===== src/rtl/shift_pkg.sv =====
// Shared types and helpers for the MSB-first shift-register serial path (transmit and receive sides).
package shift_pkg;

  typedef enum logic {ST_IDLE, ST_SHIFT} shift_state_t;

  // Both ends of the link agree that the first bit on the wire is the word MSB.
  localparam int SHIFT_MSB_FIRST = 1;

  // Counter width for a WIDTH-bit word, never narrower than one bit.
  function automatic int clog2w(input int w);
    int r;
    r = 1;
    for (int i = 1; i < 31; i++) begin
      if ((1 << i) < w) r = i + 1;
    end
    return r;
  endfunction

endpackage


===== src/rtl/word_hold.sv =====
// One-entry valid/ready holding register; a load while full and not draining is dropped (drop pulses).
// Loaded word is visible the cycle after load; a same-cycle accept and load keeps valid high with new data.
module word_hold #(
  parameter int WIDTH = 32
) (
  input  logic             clk,
  input  logic             rst,
  input  logic             load,
  input  logic [WIDTH-1:0] load_dat,
  input  logic             out_rdy,
  output logic [WIDTH-1:0] out_dat,
  output logic             full,
  output logic             drop
);

  logic             vld_q, vld_d;
  logic [WIDTH-1:0] dat_q, dat_d;
  logic             accept;

  assign accept = vld_q & out_rdy;
  assign drop   = load & vld_q & ~out_rdy;

  always_comb begin
    vld_d = vld_q;
    dat_d = dat_q;
    if (accept) vld_d = 1'b0;
    if (load && !drop) begin
      vld_d = 1'b1;
      dat_d = load_dat;
    end
  end

  always_ff @(posedge clk or posedge rst) begin
    if (rst) begin
      vld_q <= 1'b0;
      dat_q <= '0;
    end else begin
      vld_q <= vld_d;
      dat_q <= dat_d;
    end
  end

  assign out_dat = dat_q;
  assign full    = vld_q;

endmodule


===== src/rtl/shift_deser.sv =====
// Serial-to-parallel receiver: WIDTH bits MSB first into a word, word valid the cycle after its last bit.
// A one-word holding register absorbs consumer stalls; a word completing while it is still full is dropped and flagged.
module shift_deser #(
  parameter int WIDTH = 32
) (
  input  logic             clk,
  input  logic             rst,
  input  logic             sin,
  input  logic             sin_valid,
  input  logic             sin_sof,
  output logic [WIDTH-1:0] data_out,
  output logic             data_valid,
  input  logic             data_ready,
  output logic             overflow,
  input  logic             overflow_clr,
  output logic             busy
);
  import shift_pkg::*;

  localparam int CNT_W = clog2w(WIDTH);
  localparam logic [CNT_W-1:0] LAST_BIT = CNT_W'(WIDTH - 1);

  shift_state_t     state_q, state_d;
  logic [CNT_W-1:0] cnt_q, cnt_d;
  logic [WIDTH-1:0] shreg_q, shreg_d;
  logic             ovf_q, ovf_d;
  logic [WIDTH-1:0] shift_word;
  logic             load;
  logic             drop;

  assign shift_word = {shreg_q[WIDTH-2:0], sin};

  always_comb begin
    state_d = state_q;
    cnt_d   = cnt_q;
    shreg_d = shreg_q;
    load    = 1'b0;
    case (state_q)
      ST_IDLE: begin
        if (sin_valid && sin_sof) begin
          state_d = ST_SHIFT;
          shreg_d = {{(WIDTH-1){1'b0}}, sin};
          cnt_d   = CNT_W'(1);
        end
      end
      ST_SHIFT: begin
        if (sin_valid) begin
          if (sin_sof && cnt_q != '0) begin
            // Resync: the partial word is abandoned, this bit starts a new one.
            shreg_d = {{(WIDTH-1){1'b0}}, sin};
            cnt_d   = CNT_W'(1);
          end else begin
            shreg_d = shift_word;
            if (cnt_q == LAST_BIT) begin
              cnt_d = '0;
              load  = 1'b1;
            end else begin
              cnt_d = cnt_q + CNT_W'(1);
            end
          end
        end
      end
      default: state_d = ST_IDLE;
    endcase
  end

  always_comb begin
    ovf_d = ovf_q;
    if (overflow_clr) ovf_d = 1'b0;
    if (drop) ovf_d = 1'b1;
  end

  always_ff @(posedge clk or posedge rst) begin
    if (rst) begin
      state_q <= ST_IDLE;
      cnt_q   <= '0;
      shreg_q <= '0;
      ovf_q   <= 1'b0;
    end else begin
      state_q <= state_d;
      cnt_q   <= cnt_d;
      shreg_q <= shreg_d;
      ovf_q   <= ovf_d;
    end
  end

  word_hold #(.WIDTH(WIDTH)) u_hold (
    .clk      (clk),
    .rst      (rst),
    .load     (load),
    .load_dat (shift_word),
    .out_rdy  (data_ready),
    .out_dat  (data_out),
    .full     (data_valid),
    .drop     (drop)
  );

  assign overflow = ovf_q;
  assign busy     = (state_q == ST_SHIFT);

endmodule


===== config.mk =====
export PLATFORM = sky130hd
export DESIGN_NAME = shift_deser
export DESIGN_NICKNAME = d
export VERILOG_FILES = /design/src/rtl/shift_pkg.sv /design/src/rtl/word_hold.sv /design/src/rtl/shift_deser.sv
export SDC_FILE = /design/constraint.sdc
export NUM_CORES = 1
export LEC_CHECK = 0
export ABC_AREA = 1
export BUFFER_PORTS_ARGS = -buffer_cell sky130_fd_sc_hd__buf_2
export CORE_ASPECT_RATIO = 0.7
export CORE_MARGIN = 2
export CORE_UTILIZATION = 56
export CTS_CLUSTER_SIZE = 8
export DETAILED_ROUTE_END_ITERATION = 12
export HOLD_SLACK_MARGIN = 0.1
export PLACE_DENSITY_LB_ADDON = 0.3
export SYNTH_ARGS = -nofsm -noshare
export SYNTH_HDL_FRONTEND = slang
export SYNTH_SLANG_ARGS = --single-unit

===== constraint.sdc =====
create_clock -name clk -period 2.2 [get_ports clk]
set_clock_uncertainty 0.05 [all_clocks]
set_input_delay 0 -clock clk [delete_from_list [all_inputs] [get_ports clk]]
set_output_delay 0 -clock clk [all_outputs]
set_load 0.005 [all_outputs]

Word-level counts from Yosys, hierarchy flattened
Cells that the tools add are included.
{ "classes": {"add_sub_neg": 1, "n_eq_ne": 3, "reduce_logical": 8, "mux": 19, "bitwise": 5} }
{ "ops": {"columns": ["cell", "count"], "rows": [
  ["$mux 31", 3],
  ["$pmux 31 s2", 1],
  ["$mux 5", 4],
  ["$mux 1", 10],
  ["$pmux 5 s2", 1],
  ["$add 5x1->5 const B", 1],
  ["$eq 5x5->1 const B", 1],
  ["$reduce_bool 5->1", 1],
  ["$ne 2x2->1 const B", 2],
  ["$reduce_bool 2->1", 2],
  ["$and 1x1->1", 3],
  ["$logic_and 1x1->1", 3],
  ["$not 1->1", 2],
  ["$reduce_and 2->1", 1],
  ["$logic_not 1->1", 1]
]} }
{ "word_totals": {"elab_cells": 42, "output_inout_bits": 35, "in_bits": 7, "regBits": 71} }

Longest topological paths before layout
{ "logic_depth": {"depth_word": 10, "mapped_depth": 10, "mapped_depth_nobuf": 9} }

Hierarchy
From an unflattened synthesis, not the netlist that was laid out.
{ "unflattened": {"cells_unflattened": 317, "hier_area_um2": 2999.1} }
{ "modules_own_cells": {"columns": ["module", "area_per_inst_um2", "seq_area_each_um2", "cells_each", "n_inst"], "rows": [
  ["shift_deser", 1647.8, 950.9, 171, 1],
  ["word_hold", 1351.3, 825.8, 146, 1]
]} }

Worst setup path after synthesis
No wires, ideal clock.
{ "synth_path": {"path_type": "register to register", "startpoint": "reg cnt_q[0]", "endpoint": "reg u_hold.dat_q[0] (netlist: u_hold.out_dat[0])", "synth_period_minus_slack_ns": 1.626, "path_stages_with_launch": 11, "n_path_buf": 1, "setup_ns": 0.117, "required_time_ns": 2.033, "path_slack_ns": 0.574, "arrival_ns": 1.459, "cell_sequence": "dfrtp_1 ha_1 nand2_1 nor2_1 ha_1 inv_1 nor2_4 nand3_4 buf_6 nand2_1 nand2_1"} }
{ "synth_between": {"elab_chain_cells": 9, "word_cells_on_any_way": 11, "classes_between": "eq/ne: 1; mux: 4; bitwise: 2; reduce/logical: 4"} }
{ "synth_rtl": {"columns": ["item", "line_no", "source"], "rows": [
  ["from (decl)", "shift_deser.sv:24", "logic [CNT_W-1:0] cnt_q, cnt_d;"],
  ["from (signal assigned)", "shift_deser.sv:81", "cnt_q <= cnt_d;"],
  ["$eq 5x5->1 / $reduce_bool 5->1 (equally long branches)", "shift_deser.sv:54, shift_deser.sv:48", null],
  ["$mux 1 / $logic_and 1x1->1 (equally long branches)", "shift_deser.sv:54, shift_deser.sv:48", null],
  ["$mux 1 *", "shift_deser.sv:48", "if (sin_sof && cnt_q != '0) begin"],
  ["$mux 1 *", "shift_deser.sv:47", "if (sin_valid) begin"],
  ["$mux 1 *", "shift_deser.sv:38", "case (state_q)"],
  ["$and 1x1->1 (2 in a row)", "word_hold.sv:21", "assign drop = load & vld_q & ~out_rdy;"],
  ["$logic_not 1->1", "word_hold.sv:27", "if (load && !drop) begin"],
  ["$logic_and 1x1->1 *", "word_hold.sv:27", null],
  ["to (signal assigned)", "word_hold.sv:39", "dat_q <= dat_d;"],
  ["to (decl)", "word_hold.sv:17", "logic [WIDTH-1:0] dat_q, dat_d;"]
]} }
Every way passes the cells marked *; elsewhere a longest branch is shown, timed or not.
A chain may end at the register's enable or synchronous reset.

Worst setup path after layout
{ "layout_path": {"startpoint": "reg cnt_q[0]", "endpoint": "reg u_hold.dat_q[4] (netlist: u_hold.out_dat[4])"} }
Same word-level chain as after synthesis.

==> metrics <==
Final ANT Viol Nets 0; Slowest-stage cell, CP dfrtp_1; GR Overflow Total 0; Final Critical Period 1.93 ns; Tightest Pin Transition between 0.3 and 0.4 ns; register area share after synthesis 0.601; hpwl dp about 3.7 mm; WHS Path Cells 4; first-pass GRT wire length between 10 and 15 mm; Critical R2R Launch cnt_q[0]; GPL Wtd Cong 0.871; CP dominant cell by count nand2_1; Crit Path Max Fanout 33; outcome finished, final reports clean; Hold WC Path Type in2reg; Iter 0 DRT Violations between 100 and 150; Root Buffer Master clkbuf_8; min-delay src sin_sof; cts bufs inserted 9; R2R Path End u_hold.out_dat[4]; WL per Instance 14.0 microns; detailed-route via count 2,336; worst reg-to-reg path cell count 9; Syn Nets approximately 330; MaxCap Viol Count 0; vias in the first global route 2,264; RSZ-0062 raised after global routing false; P_leak 1.85 nW; DRT Pass-1 Iters 4; via-per-instance ratio 5.36; synthesized instance count 315; final setup fails 0; commonest non-fill, non-tap cell in the layout nand2_1; port buffer count 41; worst hold endpoint u_hold.out_dat[12]; Max stage delay on crit path around 0.41 ns; Worst Setup Path Type reg2reg; initial antenna violation count 0; most frequent cells in the layout nand2_1 (97), dfrtp_1 (71), buf_2 (41); Nets 370; Die X 90.8 microns; Clock Path Buffers 2; synthesis-to-finish area growth 16.5%; worst setup path start cnt_q[0]; Slew Viols, Final 0; antenna fix cells 0; Final Hold Fails 0; Setup TNS 0 ns; total track usage 0.231; CTS clk-pin slew, worst paths 0.07 ns; Yosys cell types 21; Seq cells post-synth 71; post-CTS sizing 0; crit path DAT 2.12 ns; crit path cell chain ha_1, nand2_1, nor2_1, ha_1, inv_1, nor2_4, nand3_4, nand2_1, nand2_1; fin crit share 0.877; Std-Cell Rows 22; Cell Count Post-Placement 416; layout cells sized above 1 0.195; synthesized area 2960 sq um; H-tree Lvls 3; TritonCTS Sinks 71; chip height 64.8 microns; Skew-Pair Late Insertion Delay 0.35 ns; Starting Density 0.571; filler instances about 450; pin count of the biggest net entering global routing 72; Max IR drop VDD 0.000561 V; total die area 5890 sq um; CTS tree built; Peak Freq 518 MHz; PwrDens 742 nW/um^2; relative slew slack 0.743; Residual DRC 0; postcts setup bufs 0; synth warn 0; Ports 42; Final Instance Count excl. Fillers 436; Worst R2R Setup Slack 0.27 ns; Critical Path Sink Type register; startpoint types register; Mean Syn Cell Area 9.39 sq um; Req. time, crit path approximately 2.4 ns; core area 5170 sq um; final wirelength 6.09 mm
logic make-up after synthesis:
logic type	after synthesis	share of synthesized area
AND/OR/NAND/NOR	160	0.252
adder cells (fa/ha/maj)	3	0.0127
buffers and inverters	45	0.0728
flip-flops	71	0.601
AO/OA/AOI/OAI	36	0.0614
worst max path at each step:
| stage | endpoint | depth (start not counted) | slack (ns) |
|---|---|---|---|
| after CTS | u_hold.out_dat[4] | 9 | 0.26 |
| after floorplan | busy | 1 | 0.35 |
| after global routing | u_hold.out_dat[10] | 9 | 0.10 |
| final | u_hold.out_dat[4] | 9 | 0.27 |
| after detailed placement | u_hold.out_dat[16] | 9 | 0.28 |
| after global placement | u_hold.out_dat[27] | 9 | 0.37 |
where the power goes:
part           switching, W  leakage [nW]  total, W  internal (W)
registers         0.0000326         0.978   0.00137       0.00133
clock network      0.000463        0.0942  0.000954      0.000491
logic              0.000165         0.778  0.000236     0.0000704
repair_timing:
item	4_1_cts	5_1_grt
hold endpoints to repair	76	0
hold buffers	5	0
endpoints found under the setup margin	0	0
layout make-up:
cell class,count,area (sq um),share of cell area
Clock buffer,12,165,0.0479
Clock inverter,3,17.5,0.00509
Inverter,26,97.6,0.0283
Multi-Input combinational cell,199,965,0.280
Sequential cell,71,1780,0.516
Tap cell,72,90.1,0.0262
Timing Repair Buffer,53,333,0.0966
stage by stage:
| step | utilization | total power [W] | hold WS [ns] | instance area, sq um | setup WS [ns] |
|---|---|---|---|---|---|
| floorplan | - | 0.00156 | 0.0572 | 2960 | 0.353 |
| finish | 0.666 | 0.00256 | 0.110 | 3440 | 0.270 |
| global placement | 0.621 | 0.00161 | 0.0537 | 3210 | 0.369 |
| CTS | 0.666 | 0.00257 | 0.102 | 3440 | 0.256 |
| detailed placement | 0.621 | 0.00162 | 0.0569 | 3210 | 0.277 |
| global route | 0.666 | 0.00268 | 0.138 | 3440 | 0.104 |
state kept, by name, indices dropped and copies added, names as in the netlist:
| register | cells |
|---|---|
| u_hold.out_dat | 32 |
| u_hold.full | 1 |
| overflow | 1 |
| shreg_q | 31 |
| cnt_q | 5 |
| busy | 1 |
routing by layer:
metal  global-route usage  vias to the layer above  share of wire
met2                0.363                       53           0.48
met3               0.0860                        8          0.052
met5                    0                        -              0
met4               0.0606                        0          0.011
met1                0.309                     1145           0.46
li1                     -                     1130              -
worst max-delay path: cells and delay by family, from the launching register on:
family	cells	cell delay [ns]
AND/OR/NAND/NOR	6	0.88
buffers and inverters	1	0.10
flip-flops	1	0.41
adder cells (fa/ha/maj)	2	0.38
cell usage after synthesis:
cell / n / area [sq um]
clkbuf_1: 4 / 15.0
nand2_1: 97 / 364
nand4_1: 34 / 213
a31oi_1: 1 / 6.26
nand3_1: 18 / 90.1
inv_2: 2 / 7.51
o21ai_0: 22 / 110
buf_2: 10 / 50.1
nor2_4: 1 / 11.3
buf_4: 1 / 7.51
nor2_1: 5 / 18.8
inv_1: 24 / 90.1
nand2_4: 1 / 11.3
ha_1: 3 / 37.5
a21oi_1: 3 / 15.0
nand3b_1: 1 / 7.51
buf_6: 4 / 45.0
dfrtp_1: 71 / 1780
o21ai_1: 10 / 50.1
nand2_2: 2 / 12.5
nand3_4: 1 / 17.5
No activity file was read; power rests on OpenSTA's default activity.
